===== src/rtl/traffic_light_ctrl.sv =====
// Two-way (NS/EW) intersection sequencer with a pedestrian phase, paced by an
// external down-counter timer: each tmr_done advances the phase, each phase entry pulses tmr_start.
module traffic_light_ctrl #(
  parameter int unsigned WIDTH    = 32,
  parameter int unsigned T_GREEN  = 20,
  parameter int unsigned T_YELLOW = 4,
  parameter int unsigned T_ALLRED = 2,
  parameter int unsigned T_WALK   = 10
) (
  input  logic             clk,
  input  logic             rst,
  input  logic             ew_sense,
  input  logic             ped_req,
  input  logic             tmr_done,
  output logic             tmr_start,
  output logic [WIDTH-1:0] tmr_load,
  output logic [2:0]       ns_light,
  output logic [2:0]       ew_light,
  output logic             walk,
  output logic             ped_pending
);

  typedef enum logic [2:0] {
    S_INIT, S_AR, S_NS_G, S_NS_Y, S_EW_G, S_EW_Y, S_PED
  } state_t;

  typedef enum logic {DIR_NS, DIR_EW} dir_t;

  localparam logic [2:0] RED = 3'b100;
  localparam logic [2:0] YEL = 3'b010;
  localparam logic [2:0] GRN = 3'b001;

  localparam logic [WIDTH-1:0] L_GREEN  = WIDTH'(T_GREEN);
  localparam logic [WIDTH-1:0] L_YELLOW = WIDTH'(T_YELLOW);
  localparam logic [WIDTH-1:0] L_ALLRED = WIDTH'(T_ALLRED);
  localparam logic [WIDTH-1:0] L_WALK   = WIDTH'(T_WALK);

  state_t           state, state_nx;
  dir_t             dir, dir_nx;
  logic             start_nx, done_ok, walk_nx, pend_nx;
  logic [WIDTH-1:0] load_nx;
  logic [2:0]       ns_nx, ew_nx;

  // A done pulse arriving while the timer is being (re)loaded is stale.
  assign done_ok = tmr_done & ~tmr_start;

  // NOTE: every combinational output gets a default before the case, so no
  // path leaves a signal unassigned and no latch is inferred.
  always_comb begin
    state_nx = state;
    dir_nx   = dir;
    start_nx = 1'b0;
    load_nx  = tmr_load;
    ns_nx    = RED;
    ew_nx    = RED;

    unique case (state)
      S_INIT: begin
        state_nx = S_AR;
        dir_nx   = DIR_NS;
      end
      S_AR:   if (done_ok) state_nx = ped_pending     ? S_PED  :
                                      (dir == DIR_NS) ? S_NS_G : S_EW_G;
      S_PED:  if (done_ok) state_nx = (dir == DIR_NS) ? S_NS_G : S_EW_G;
      S_NS_G: if (done_ok) begin
        if (ew_sense || ped_pending) state_nx = S_NS_Y;
        else                         start_nx = 1'b1;
      end
      S_NS_Y: if (done_ok) begin
        state_nx = S_AR;
        dir_nx   = DIR_EW;
      end
      S_EW_G: if (done_ok) state_nx = S_EW_Y;
      S_EW_Y: if (done_ok) begin
        state_nx = S_AR;
        dir_nx   = DIR_NS;
      end
      default: state_nx = S_INIT;
    endcase

    if (state_nx != state) start_nx = 1'b1;

    if (start_nx) begin
      unique case (state_nx)
        S_NS_G, S_EW_G: load_nx = L_GREEN;
        S_NS_Y, S_EW_Y: load_nx = L_YELLOW;
        S_PED:          load_nx = L_WALK;
        default:        load_nx = L_ALLRED;
      endcase
    end

    unique case (state_nx)
      S_NS_G:  ns_nx = GRN;
      S_NS_Y:  ns_nx = YEL;
      S_EW_G:  ew_nx = GRN;
      S_EW_Y:  ew_nx = YEL;
      default: ;
    endcase

    walk_nx = (state_nx == S_PED);
    // Entering PED serves the request; a press in that same cycle is dropped.
    pend_nx = (ped_pending || (ped_req && state != S_PED)) &&
              !(state_nx == S_PED && state != S_PED);
  end

  // NOTE: state and outputs are registered with non-blocking assignments so
  // every flop samples pre-edge values regardless of statement order.
  always_ff @(posedge clk) begin
    if (rst) begin
      state       <= S_INIT;
      dir         <= DIR_NS;
      tmr_start   <= 1'b0;
      tmr_load    <= '0;
      ns_light    <= RED;
      ew_light    <= RED;
      walk        <= 1'b0;
      ped_pending <= 1'b0;
    end else begin
      state       <= state_nx;
      dir         <= dir_nx;
      tmr_start   <= start_nx;
      tmr_load    <= load_nx;
      ns_light    <= ns_nx;
      ew_light    <= ew_nx;
      walk        <= walk_nx;
      ped_pending <= pend_nx;
    end
  end

endmodule


===== config.mk =====
export PLATFORM = sky130hd
export DESIGN_NAME = traffic_light_ctrl
export DESIGN_NICKNAME = d
export VERILOG_FILES = /design/src/rtl/traffic_light_ctrl.sv
export SDC_FILE = /design/constraint.sdc
export NUM_CORES = 1
export LEC_CHECK = 0
export CAP_MARGIN = 10
export CORE_ASPECT_RATIO = 1.4
export CORE_MARGIN = 5
export CORE_UTILIZATION = 36
export DETAILED_ROUTE_END_ITERATION = 16
export HOLD_SLACK_MARGIN = 0.12
export PLACE_DENSITY = 0.74
export SYNTH_ARGS = -nofsm -noshare
export SYNTH_HDL_FRONTEND = slang
export SYNTH_SLANG_ARGS = --single-unit

===== constraint.sdc =====
create_clock -name clk -period 1.57 [get_ports clk]
set_input_delay 0.2355 -clock clk [delete_from_list [all_inputs] [get_ports clk]]
set_output_delay 0.2355 -clock clk [all_outputs]
set_load 0.03 [all_outputs]

==> reports/results.tsv <==
stage	metric	value	unit
run_status	outcome	complete, no violations	
finish	Ant. Diodes	0	
clocking	CTS tree	yes	
global_routing	number of antenna violations at the first check in global routing	0	
detailed_routing	vias after detailed routing	724	
clocking	Root Buffer Master	clkbuf_4	
yosys	number of synthesized flops with an enable pin	0	
floorplan	Core Box Area	2640	um2
setup_path	most used cell, CP	buf_4	
timing	total negative slack for setup checks	0	ps
timing	clock tree skew after final layout	4.32	ps
yosys	commonest cells in the synthesized netlist	29 x buf_4, 17 x dfxtp_1, 12 x nor2_1	
clocking	cts-stage hold buffer count	0	
timing	FMAX	653	MHz
yosys	most frequent cell after synthesis	buf_4	
detailed_routing	residual DRC count	0	
yosys	Synth warnings	0	
yosys	main combinational cell family by area after synthesis	buffers and inverters	
yosys	Synth Cell Area	995	um2
clocking	clock latency reported for the late side of the worst-skew pair	290	ps
floorplan	initial core utilization	0.376	
detailed_routing	remaining antenna violation count	0	
min_path	worst min-delay path class	register to register	
setup_path	Crit-path slowest cell	dfxtp_2	
yosys	ys async rst share	0	
global_routing	number of global-route vias before repair	699	
detailed_routing	count of TritonRoute iterations in the first routing pass	3	
detailed_routing	via count normalized by instance count	4.18	
setup_path	classification of the worst setup path	register to register	
setup_path	Slowest Stage Delay on Critical Path	370	ps
yosys	leading post-synthesis cells by cell area	dfxtp_1 34%, buf_4 22%, nor2_1 4.5%	
yosys	top-area cell type share of the netlist area	0.342	
placed_design	worst slack at placement	-343	ps
clocking	clock buffer depth	2	
yosys	share of the synthesized area in compound gates (AO/OA/AOI/OAI)	0.166	
pwr	total power density per cell area	853	nW/um2
yosys	main flop type after synthesis	dfxtp_1	
setup_path	category of the worst setup path launch point	register	
timing	smallest hold slack	507	ps
setup_path	Max Fanout on Critical Path	7	
finish	Syn-to-layout area delta	27.7	%
clocking	clock transition at the register clock pins on the worst setup and hold paths after CTS	100	ps
timing	Min Clock Period, post-route	1530	ps
placed_design	count of port buffers added during placement	17	
global_routing	total global routing track utilization	0.109	
pwr	maximum ir drop on the vdd rail	0.463	mV
setup_path	worst path arrival time	1740	ps
timing	Final setup violation count	0	
floorplan	I/O pin count	46	
setup_path	kind of end point of the critical path	register	
timing	smallest setup slack after layout	38.7	ps
clocking	deepest level of the CTS H-tree	1	
yosys	number of library cell types mapped by synthesis	36	
timing	Hold Fails Final Rpt	0	
placed_design	detailed placement HPWL	1620	um
setup_path	required time of the worst setup path	1780	ps
pwr	overall power	1.08	mW
clocking	TritonCTS Buffers	3	
yosys	register bit count reported by yosys	17	
yosys	post-synthesis share of cell area spent on xor and xnor gates	0.00881	
yosys	mean post-synth cell area	9.30	um2
clocking	TritonCTS Sinks	17	
setup_path	CP Cell Sequence	buf_4 > nand3b_1 > nor3_2 > a211o_1 > buf_4 > nor4_4	
finish	nets	145	
finish	design area	1270	um2
yosys	adder-cell area share of the yosys netlist	0.0252	
placed_design	DP Area	1170	um2
detailed_routing	DR iter-0 viols	14	
timing	Final Max Tran Viols	0	
placed_design	global placement routability congestion	0.817	
yosys	post-synthesis cell count	107	
pwr	cell leakage power	0.628	nW
global_routing	global-route wire length before repair	3210	um
yosys	share of synthesized area occupied by flip-flops and latches	0.342	
floorplan	Die X-Extent	54.4	um
detailed_routing	final routed wire length divided by cell count	11.5	um
timing	unrepaired setup endpoints after global routing	true	
yosys	cell accounting for the most synthesized area	dfxtp_1	
global_routing	total congestion overflow	0	
detailed_routing	DRT Wirelength	1980	um
job	count of max-cap constraint violations	0	
global_routing	pin count of the biggest net entering global routing	12	
finish	share of cells above drive strength 1	0.285	
floorplan	area of the die	3930	um2
timing	final critical-path share of the clock period	0.975	
floorplan	height of the die	72.2	um
yosys	post-synthesis share of cell area spent on and, or, nand and nor gates	0.197	
yosys	multiplexer area fraction after synthesis	0.0101	
floorplan	Core Rows	22	
## power breakdown
group          internal, mW  switching (mW)  total (mW)
logic                 0.135           0.234       0.369
clock network        0.0947           0.135       0.229
registers             0.457          0.0272       0.484
total                 0.687           0.396        1.08
## through the flow
| step | utilization | std cells |
|---|---|---|
| final | 0.481 | 173 |
| after global routing | 0.481 | 173 |
| after CTS | 0.459 | 172 |
| after detailed placement | 0.445 | 168 |
| after global placement | 0.445 | 168 |
| after floorplan | - | 134 |
## cell type report
type	instances	area, um2
sequential	17	348
fill	265	1370
timing repair buffer	31	295
multi-input combinational	83	547
clock buffer	3	22.5
clock inverter	1	5.00
tap	36	45.0
inverter	2	7.51
## critical path, delay by kind of cell, from the launching register on
family                 cells  cell delay (ps)
AND/OR/NAND/NOR            3              400
flip-flops                 1              370
buffers and inverters      2              350
AO/OA/AOI/OAI              1              340
## layer usage
| metal | global-route usage | routed length [um] | share of wire | up-vias |
|---|---|---|---|---|
| met5 | 0 | 0 | 0 | - |
| li1 | - | - | - | 360 |
| met1 | 0.116 | 682 | 0.34 | 338 |
| met2 | 0.201 | 1150 | 0.58 | 22 |
| met3 | 0.0123 | 119 | 0.060 | 4 |
| met4 | 0.0499 | 34 | 0.017 | 0 |
## kinds of logic (layout without fill, tap and decap cells)
kind of cell,Yosys count,in the layout
mux,1,1
other cells,1,28
fa+ha+maj,2,2
xor+xnor,1,1
flops,17,17
simple gates,33,33
compound gates,18,18
buf+inv,34,37
## worst paths after layout
path | startpoint | end | slack, ps | depth (start not counted)
worst max-delay path | state[0] | ns_light[1] | 40 | 6
worst min-delay path | tmr_load[4] | tmr_load[4] | 510 | 2
worst max register to register | state[0] | ns_light[1] | 40 | 6
worst min register to register | tmr_load[4] | tmr_load[4] | 510 | 2
## sequential cells by signal, indices dropped and copies added (netlist names)
register / flops
walk: 1
tmr_load: 4
ns_light: 3
dir: 1
ped_pending: 1
tmr_start: 1
ew_light: 3
state: 3
## placed cells by master (no fill, tap or decap), drive strengths merged, types with 2 or more instances in the layout
cell type | netlist | routed
conb | 1 | 28
dfxtp | 17 | 17
buf | 31 | 14
nor2 | 12 | 12
clkdlybuf4s50 | 0 | 9
dlymetal6s2s | 0 | 6
a21oi | 6 | 6
nor3 | 5 | 5
o21ai | 4 | 4
nand2b | 3 | 3
nand3b | 3 | 3
nand2 | 3 | 3
clkbuf | 1 | 3
and2 | 2 | 2
inv | 2 | 2
dlygate4sd2 | 0 | 2
a211oi | 2 | 2
ha | 2 | 2
## what timing repair did
item / 4_1_cts / 5_1_grt
setup endpoints to repair: 5 / 13
setup buffers: 0 / 1
pin swaps: 3 / 3
resized for setup: 4 / 14
No activity file was read; power rests on OpenSTA's default activity.
==> RTL change 1 (config.mk and constraints unchanged) <==
Change the parameter `WIDTH` from 32 to 28.
--- a/src/rtl/traffic_light_ctrl.sv
+++ b/src/rtl/traffic_light_ctrl.sv
@@ -1,7 +1,7 @@
 // Two-way (NS/EW) intersection sequencer with a pedestrian phase, paced by an
 // external down-counter timer: each tmr_done advances the phase, each phase entry pulses tmr_start.
 module traffic_light_ctrl #(
-  parameter int unsigned WIDTH    = 32,
+  parameter int unsigned WIDTH    = 28,
   parameter int unsigned T_GREEN  = 20,
   parameter int unsigned T_YELLOW = 4,
   parameter int unsigned T_ALLRED = 2,
Ports: changed (resized tmr_load); port bits go from 46 to 42. No check against the original RTL was run, so the function may have changed too.
==> RTL change 1 against the original RTL <==
Routed wire length up 9.5%; count of clock-buffer cells in the layout did not move; core utilization increased by 2.0 points; cell area is 2.0% higher; die area down 2.5%; sequential cell count did not move; total power increased by 1.4%; setup slack improved by 11 ps; critical path type is now reg -> out; area after synthesis down 3.0%.
==> RTL change 1: results (changes against the original RTL) <==
- Status: completed
- Gate power share: 0.340 (about the same)
- Sequential share of the synthesized area: 0.353 (+0.0107)
- RR Startpoint: state[0]
- Routability congestion estimate: 0.927 (+13%)
- Critical path arrival: 1290 ps (-450 ps)
- Post-detail-place hpwl: 1660 um (+2.6%)
- VDD IR max: 0.000505 V (+9.0%)
- Worst-path maximum fanout: 1 (-6)
- Average wire per standard cell: 12.6 um (+10%)
- Total GRT Usage: 0.125 (+0.0161)
- Placed cell count: 164 (-2.4%)
- Final Skew: 0.979 ps (-3.34 ps)
- Fill count: 260 (-1.9%)
- Sw power: 401 uW (+1.3%)
- Pint: 697 uW (+1.4%)
- Top post-synthesis cells by area: dfxtp_1, buf_4, nor2_1, o221ai_4, a21oi_1
- Share of cells above drive strength 1: 0.346 (+0.0609)
- DP Area: 0.00116 sq mm (-1.3%)
- FF-to-FF End: ns_light[1]
- Post-Syn Instances: 103 (-3.7%)
- Non-Filler Instances: 172 (-0.58%)
- DR iter-0 viols: 11 (-3)
- CP max stage delay: 670 ps (+300 ps)
- Number of global-route vias before repair: 752 (+7.6%)
- Pin count of the biggest net entering global routing: 13 (+1)
- Largest delay share family, worst path: buffers and inverters
- Vias post-DR: 757 (+4.6%)
- R2R Setup Slk: 50 ps
- Fin Hold WS: 494 ps (-12.4 ps)
- Nets: 144 (-0.69%)
- CP max stage cell: clkdlybuf4s50_1
- Leak pwr: 0.599 nW (-4.7%)
- Pre-CTS setup slack: -348 ps (-5.92 ps)
- First-pass GRT wire length: 3490 um (+8.8%)
- Distinct cells, synth: 36 (unchanged)
- Clk network pwr share: 0.214 (+0.002)
- Commonest cells in the netlist: buf_4, dfxtp_1, nor2_1, a21oi_1, nor3_1
- Router iterations before antenna repair: 4 (+1)
RTL change 1: worst max path at each step:
| stage | start | to | slack, ps | cells after the start |
|---|---|---|---|---|
| after global routing | tmr_start | ns_light[1] | -40 | 7 |
| after CTS | tmr_load[3] | tmr_load[3] | 8 | 1 |
| after global placement | tmr_done | tmr_load[2] | -300 | 9 |
| after floorplan | ped_pending | tmr_load[1] | 6 | 7 |
| after detailed placement | tmr_done | tmr_load[2] | -350 | 9 |
| final | ns_light[1] | ns_light[1] | 50 | 1 |
RTL change 1: repair_timing:
item | 4_1_cts | 5_1_grt
hold endpoints to repair | 0 | 0
gates cloned | 0 | 0
endpoints found under the setup margin | 10 | 7
pin swaps | 2 | 4
gates resized for setup | 8 | 17
setup buffers | 0 | 4
RTL change 1: kinds of logic after synthesis:
logic type,count (synthesis),synth area share
other,1,0.00389
adder cells (fa/ha/maj),2,0.0259
buffers and inverters,30,0.223
AO/OA/AOI/OAI,18,0.171
flip-flops,17,0.353
multiplexers,1,0.0104
AND/OR/NAND/NOR,33,0.204
XOR/XNOR,1,0.00908
RTL change 1: per-layer routing:
layer | share of wire | up-vias | track usage
met3 | 0.045 | 6 | 0.0249
li1 | - | 362 | -
met5 | 0 | - | 0
met1 | 0.33 | 365 | 0.125
met2 | 0.59 | 24 | 0.217
met4 | 0.028 | 0 | 0.0881
RTL change 1: cell type report:
class	instances	area, sq um	area share
clock inverter	1	5.00	0.00386
multi-input combinational	79	558	0.431
clock buffer	3	22.5	0.0174
inverter	2	7.51	0.00580
sequential	17	354	0.273
timing repair buffer	34	303	0.234
tap	36	45.0	0.0348
==> RTL change 2 (same flow settings) <==
Without the edit above. Encoding of `state_t`: now one-hot (7 bits for 7 states).
--- a/src/rtl/traffic_light_ctrl.sv
+++ b/src/rtl/traffic_light_ctrl.sv
@@ -20,8 +20,8 @@
   output logic             ped_pending
 );
 
-  typedef enum logic [2:0] {
-    S_INIT, S_AR, S_NS_G, S_NS_Y, S_EW_G, S_EW_Y, S_PED
+  typedef enum logic [6:0] {
+    S_INIT = 7'b0000001, S_AR = 7'b0000010, S_NS_G = 7'b0000100, S_NS_Y = 7'b0001000, S_EW_G = 7'b0010000, S_EW_Y = 7'b0100000, S_PED = 7'b1000000
   } state_t;
 
   typedef enum logic {DIR_NS, DIR_EW} dir_t;
Formal check against the unedited RTL: no difference found for any inputs over 10 cycles, from zero or initial values and one cycle with rst high; not proved beyond that.
==> RTL change 2 against the original RTL <==
The run now ends with setup timing left; highest routed layer unchanged; sequential cell count is 4 higher; total power up 63%; critical path type unchanged; hold slack worse by 20 ps; routed wire length grew 120%; cell area rose by 75%; combinational power grew 120%; critical path depth grew 2; maximum frequency shrank 29%; setup slack got worse by 640 ps; synthesized cell count rose by 49%; area after synthesis increased by 35%.
==> RTL change 2: results (changes against the original RTL) <==
- Status: complete, but fails checks
- Failing checks: setup timing
- VDD IR max: 0.000710 V (+53%)
- Leak pwr: 0.952 nW (+52%)
- Clk pwr: 346 uW (+51%)
- Via density: 5.08 (+21%)
- Final setup fails: 19 (+19)
- Compound-Gate Fraction of Synth Area: 0.203 (+0.0368)
- Clk network pwr share: 0.195 (-0.017)
- Average wire per standard cell: 16.0 um (+39%)
- Pre-CTS setup slack: -715 ps (-372 ps)
- Clock latency on the worst-skew pair: 260 ps (-30 ps)
- Power Density: 797 mW/mm^2 (-6.5%)
- RR Startpoint: state[5]
- Nets: 234 (+61%)
- Sequential share of the synthesized area: 0.314 (-0.0281)
- Critical path arrival: 2300 ps (+560 ps)
- Switching share of power: 0.362 (-0.00340)
- Worst-path maximum fanout: 6 (-1)
- Reg with most FFs: state
- Synth Area in XOR/XNOR: 0.0196 (+0.0108)
- Final Skew: 6.15 ps (+1.83 ps)
- Post-detail-place hpwl: 2870 um (+78%)
- Final worst slack: -596 ps (-635 ps)
- Placed cell count: 250 (+49%)
- First-pass GRT wire length: 6440 um (+100%)
==> RTL change 2: cell types whose count changed in the layout (fill, tap and decap cells not counted), sizes merged, moves of 4 or more <==
| cell | change |
|---|---|
| buf | +45 |
| clkdlybuf4s50 | +6 |
| dfxtp | +4 |
| dlymetal6s2s | -6 |
| nand3 | +5 |
| nor2 | +7 |
==> RTL change 2: timing repair <==
action                     4_1_cts  5_1_grt
setup endpoints to repair       19       21
gates resized for setup         38       36
setup buffers                    8       14
pin swaps                       20       26
hold buffers                     0        0
==> RTL change 2: cell type report <==
type / count / area share
Clock inverter: 1 / 0.00225
Multi-Input combinational cell: 122 / 0.439
Sequential cell: 21 / 0.197
Timing Repair Buffer: 76 / 0.311
Tap cell: 42 / 0.0237
Inverter: 5 / 0.00845
Clock buffer: 3 / 0.0186
==> RTL change 2: metal layers <==
layer  track usage  up-vias  share of wire
met2         0.298       63           0.53
li1              -      644              -
met3        0.0187       16          0.062
met4        0.0828        0          0.033
met1         0.207      648           0.37
met5             0        -              0
